`config.mk`:
```
export PLATFORM = sky130hd
export DESIGN_NAME = byte_striper
export DESIGN_NICKNAME = d
export VERILOG_FILES = /design/src/rtl/byte_striper.sv
export SDC_FILE = /design/constraint.sdc
export NUM_CORES = 1
export LEC_CHECK = 0
export ABC_CLOCK_PERIOD_IN_PS = 1800
export CAP_MARGIN = 20
export CORE_MARGIN = 5
export CORE_UTILIZATION = 45
export DETAILED_ROUTE_END_ITERATION = 8
export PLACE_DENSITY = 0.71
export SKIP_CTS_REPAIR_TIMING = 1
export SLEW_MARGIN = 20
export SYNTH_ARGS = -nofsm -noshare
export SYNTH_HDL_FRONTEND = slang
export SYNTH_SLANG_ARGS = --single-unit
```
`constraint.sdc`:
```
create_clock -name clk -period 1.8 [get_ports clk]
set_clock_uncertainty 0.15 [all_clocks]
set_input_delay 0.27 -clock clk [delete_from_list [all_inputs] [get_ports clk]]
set_output_delay 0.27 -clock clk [all_outputs]
set_load 0.02 [all_outputs]
```
`src/rtl/byte_striper.sv`:
```
// byte_striper: packs a serial byte stream, MSB first, into 32-bit words.
// Completed words go to lane0 and lane1 in turn, starting with lane0.
// Each new word raises valid0 or valid1 for exactly one cycle.
module byte_striper #(
  parameter int BYTE_W = 8,
  parameter int LANE_W = 32  // must equal 4*BYTE_W
) (
  input  logic              clk,
  input  logic              reset,     // asynchronous, active-low
  input  logic [BYTE_W-1:0] data_in,
  input  logic              valid_in,
  output logic [LANE_W-1:0] lane0,
  output logic [LANE_W-1:0] lane1,
  output logic              valid0,
  output logic              valid1,
  output logic              sel_lane
);

  localparam int PART_W = 3 * BYTE_W;

  // The state is the index of the byte awaited next within the current word.
  typedef enum logic [1:0] {
    B0 = 2'd0,
    B1 = 2'd1,
    B2 = 2'd2,
    B3 = 2'd3
  } state_t;

  state_t              state_q, state_d;
  logic [PART_W-1:0]   partial_q, partial_d;
  logic                sel_q, sel_d;
  logic [LANE_W-1:0]   lane0_q, lane0_d;
  logic [LANE_W-1:0]   lane1_q, lane1_d;
  logic                valid0_q, valid0_d;
  logic                valid1_q, valid1_d;
  logic [LANE_W-1:0]   word;

  // The word is complete once byte 3 arrives; byte 3 fills the least significant bits.
  assign word = {partial_q, data_in};

  // Next-state logic: accept a byte whenever valid_in is high. Otherwise hold everything.
  always_comb begin
    state_d   = state_q;
    partial_d = partial_q;
    sel_d     = sel_q;
    lane0_d   = lane0_q;
    lane1_d   = lane1_q;
    valid0_d  = 1'b0;
    valid1_d  = 1'b0;
    if (valid_in) begin
      unique case (state_q)
        B0: begin
          partial_d[PART_W-1 -: BYTE_W] = data_in;
          state_d = B1;
        end
        B1: begin
          partial_d[2*BYTE_W-1 -: BYTE_W] = data_in;
          state_d = B2;
        end
        B2: begin
          partial_d[BYTE_W-1:0] = data_in;
          state_d = B3;
        end
        B3: begin
          // Deliver the word to the selected lane. The other lane keeps its value.
          if (sel_q) begin
            lane1_d  = word;
            valid1_d = 1'b1;
          end else begin
            lane0_d  = word;
            valid0_d = 1'b1;
          end
          sel_d     = ~sel_q;
          partial_d = '0;
          state_d   = B0;
        end
        default: state_d = B0;
      endcase
    end
  end

  // State registers. Reset clears them at once and discards any partly built word.
  always_ff @(posedge clk or negedge reset) begin
    if (!reset) begin
      state_q   <= B0;
      partial_q <= '0;
      sel_q     <= 1'b0;
      lane0_q   <= '0;
      lane1_q   <= '0;
      valid0_q  <= 1'b0;
      valid1_q  <= 1'b0;
    end else begin
      state_q   <= state_d;
      partial_q <= partial_d;
      sel_q     <= sel_d;
      lane0_q   <= lane0_d;
      lane1_q   <= lane1_d;
      valid0_q  <= valid0_d;
      valid1_q  <= valid1_d;
    end
  end

  assign lane0    = lane0_q;
  assign lane1    = lane1_q;
  assign valid0   = valid0_q;
  assign valid1   = valid1_q;
  assign sel_lane = sel_q;

endmodule
```
==> flow_summary.toml <==
[placed_design]
portBuffers = 77
detailed_placement_hpwl_um = 5470
gpl.final_weighted_congestion = 0.762
detailed_place.area_mm2 = 0.00480

[routing]
routedLengthMet1_um = 3600
route.met2.wl_um = 3610
vias_per_cell = 5.04
route.top_layer_used = "met4"
detail_route.wl_per_cell_um = 17.7
via_count = 2209
wl_met3_um = 444
post_drt_antenna_nets = 0
detail_route.first_pass.iterations = 4
drc = 0
wirelength_um = 7730
dr.first_iter.drc_count = 50

[worst_hold_path]
holdCritPathClass = "input port to async pin"

[floorplan]
dieArea_mm2 = 0.0105
io-pin-count = 78
core.rowCount = 33
chipWidth_um = 102
core_area_mm2 = 0.00826
initial_core_utilization_pct = 46.4
die_h_um = 102

[global_route]
track_usage_pct = 15.8
grt_max_degree = 57
grt_antenna_before_repair = 0
wire_length_of_the_first_global_routing_pass_um = 12600
first_global_vias = 2371
global_route.overflow_total = 0

[timing]
final_max_slew_viol_count = 0
final_min_period_over_clock_period_pct = 96.9
setup_violations = 0
timing.fmax_mhz = 573
hold_viol = 0
min_period_ns = 1.74
timing_worst_slew_pin_value_ns = 0.369
slew-limit-headroom_pct = 75.4
rsz0062_at_grt = "no"
setup-tns-final_ns = 0
finalHoldWorstSlack_ns = 0.200

[flow_run]
max-cap-violations = 0

[cells_and_area]
numnets_final = 344
stdcell_area_mm2 = 0.00503
insertedDiodeCount = 0
num-fill-cells = 653
drive_gt1_share_pct = 34.5
layout-area-overhead-vs-synth_pct = 31.4

[critical_path]
cpLargestDelayFamily = "buffers and inverters"
crit_path_end_kind = "output port"
timing.critical_path.buf_inv = 1
worstSetupStartpoint = "lane0[1]"
timing.critical_path.required_ns = 1.38
max_stage_delay_ns = 0.61
category_of_the_worst_setup_path_launch_point = "flip-flop"
crit_path_top_delay_cell = "sky130_fd_sc_hd__clkdlybuf4s50_1"
end_of_the_critical_path = "lane0[1]"
cp_max_fo = 2
worstPathCellList = "clkdlybuf4s50_1"
reg2reg_from = "state_q[1]"
crit_arrival_ns = 1.32
timing.rr.end = "partial_q[9]"
cp_num_cells = 1
reg2reg_slack_ns = 0.10
ff_to_ff_path_depth = 4
timing.setup.critical_path_class = "flip-flop to output port"

[synth]
post_synth.cell_area_avg_um2 = 16.0
synth_cells = 239
synth_fp_nets = 255
postSynthRegisterBits = 93
synth_cell_types = 24
mappedNetlistArea_mm2 = 0.00383
synth-seq-area-share_pct = 60.8
synthesis.yosys.warnings = 0

[run_status]
status = "complete, no violations"

[power]
leakage_dissipation_nw = 2.48
power_density_mw_per_mm2 = 1870
peakVddDrop_v = 0.000985

[clock_tree]
sinks_on_the_clock_net = 93
htreeDepth = 3
clkSlewWorstSetupHoldPaths_ns = 0.09
cts_inserted_buffers = 9
cts_root_buf = "sky130_fd_sc_hd__clkbuf_8"
clock_insertion_delay_worst_skew_ns = 0.34
cts-root-to-sink-buffers = 2
cts_tree = "yes"
-- cell families after synthesis --
kind of cell,after synthesis,synth area share (%)
flops,93,60.8
mux,80,26.5
simple gates,33,5.75
buf+inv,15,2.48
compound gates,12,2.65
fa+ha+maj,5,1.63
xor+xnor,1,0.229
-- registers in the layout, summed over array words and instances, names as in the netlist --
name	flops
state_q	2
sel_lane	1
lane1	32
lane0	32
valid1	1
valid0	1
partial_q	24
-- synth_stat cells, drive strengths merged --
| cell type | instances | share of area (%) |
|---|---|---|
| and3 | 1 | 0.16 |
| a211o | 1 | 0.23 |
| nor2b | 18 | 2.9 |
| o21a | 1 | 0.20 |
| o21ai | 3 | 0.39 |
| clkbuf | 3 | 0.29 |
| nand3b | 1 | 0.52 |
| and4b | 1 | 0.26 |
| ha | 5 | 1.6 |
| mux2 | 80 | 26 |
| buf | 10 | 2.0 |
| dfrtp | 93 | 61 |
| inv | 2 | 0.20 |
| nand2 | 2 | 0.20 |
| nand3 | 1 | 0.26 |
| a221o | 7 | 1.8 |
| and2 | 7 | 1.1 |
| nor2 | 2 | 0.26 |
| xnor2 | 1 | 0.23 |
-- worst min-delay path by stage --
stage,endpoint,slack (ns),cells past startpoint
final,lane0[20],0.20,2
after global routing,lane0[20],0.21,2
after CTS,lane1[20],-0.36,1
after detailed placement,lane1[20],0.03,1
after global placement,lane1[20],0.03,1
after floorplan,lane0[0],-0.18,0
-- per-stage QoR --
stage / power [mW] / setup WS [ns] / utilization [%] / instances
2_1_floorplan: 6.28 / 0.176 / - / 239
3_3_place_gp: 8.19 / -0.0601 / 58.1 / 421
3_5_place_dp: 8.32 / -0.0769 / 58.1 / 421
4_1_cts: 9.55 / -0.107 / 60.1 / 437
5_1_grt: 10.0 / 0.000290 / 60.9 / 438
6_report: 9.43 / 0.0555 / 60.9 / 438
-- layer usage --
metal  GRT usage [%]  vias up
met5               0        -
met3            3.82        7
met1            21.8     1126
li1                -     1016
met2            24.7       60
met4            4.84        0
-- layout make-up --
| cell class | count | area [µm²] | area share (%) |
|---|---|---|---|
| flip-flops and latches | 93 | 2330 | 46.3 |
| clock inverters | 7 | 41.3 | 0.821 |
| well taps | 105 | 131 | 2.61 |
| multi-input cells | 131 | 1420 | 28.3 |
| clock buffers | 9 | 124 | 2.46 |
| inverters | 2 | 7.51 | 0.149 |
| repair buffers | 91 | 976 | 19.4 |
-- worst register-to-register path, stage by stage, from the launching register on --
cell and delay, ns:
sky130_fd_sc_hd__dfrtp_1 0.43, sky130_fd_sc_hd__ha_1 0.29, sky130_fd_sc_hd__buf_4 0.23, sky130_fd_sc_hd__nor2_2 0.11, sky130_fd_sc_hd__a221o_1 0.37
-- cells in the final DEF (no fill, tap or decap) --
cell                              instances
sky130_fd_sc_hd__dfrtp_1                 92
sky130_fd_sc_hd__clkdlybuf4s50_1         61
sky130_fd_sc_hd__mux2_2                  47
sky130_fd_sc_hd__mux2_4                  30
sky130_fd_sc_hd__nor2b_1                 17
sky130_fd_sc_hd__dlymetal6s2s_1          15
sky130_fd_sc_hd__clkbuf_8                 9
sky130_fd_sc_hd__buf_4                    9
sky130_fd_sc_hd__and2_1                   7
sky130_fd_sc_hd__a221o_1                  7
sky130_fd_sc_hd__clkinv_2                 5
sky130_fd_sc_hd__buf_12                   5
sky130_fd_sc_hd__ha_1                     4
sky130_fd_sc_hd__mux2_1                   3
sky130_fd_sc_hd__o21ai_0                  3
sky130_fd_sc_hd__inv_2                    2
sky130_fd_sc_hd__nand2_1                  2
sky130_fd_sc_hd__and3_1                   1
sky130_fd_sc_hd__nor2_1                   1
sky130_fd_sc_hd__nand3b_4                 1
sky130_fd_sc_hd__nand3_2                  1
sky130_fd_sc_hd__o21a_1                   1
sky130_fd_sc_hd__xnor2_1                  1
sky130_fd_sc_hd__nor2_2                   1
sky130_fd_sc_hd__nor2b_2                  1
sky130_fd_sc_hd__and4b_1                  1
sky130_fd_sc_hd__a211o_1                  1
sky130_fd_sc_hd__ha_4                     1
sky130_fd_sc_hd__inv_6                    1
sky130_fd_sc_hd__clkinvlp_4               1
sky130_fd_sc_hd__dlygate4sd3_1            1
sky130_fd_sc_hd__dfrtp_2                  1
-- report_power, final --
| part | internal (mW) | total, mW | switching (mW) |
|---|---|---|---|
| clock | 0.495 | 1.19 | 0.697 |
| combinational | 2.53 | 4.44 | 1.91 |
| sequential | 3.10 | 3.79 | 0.692 |
| total | 6.13 | 9.43 | 3.30 |
No activity file was read; power rests on OpenSTA's default activity.
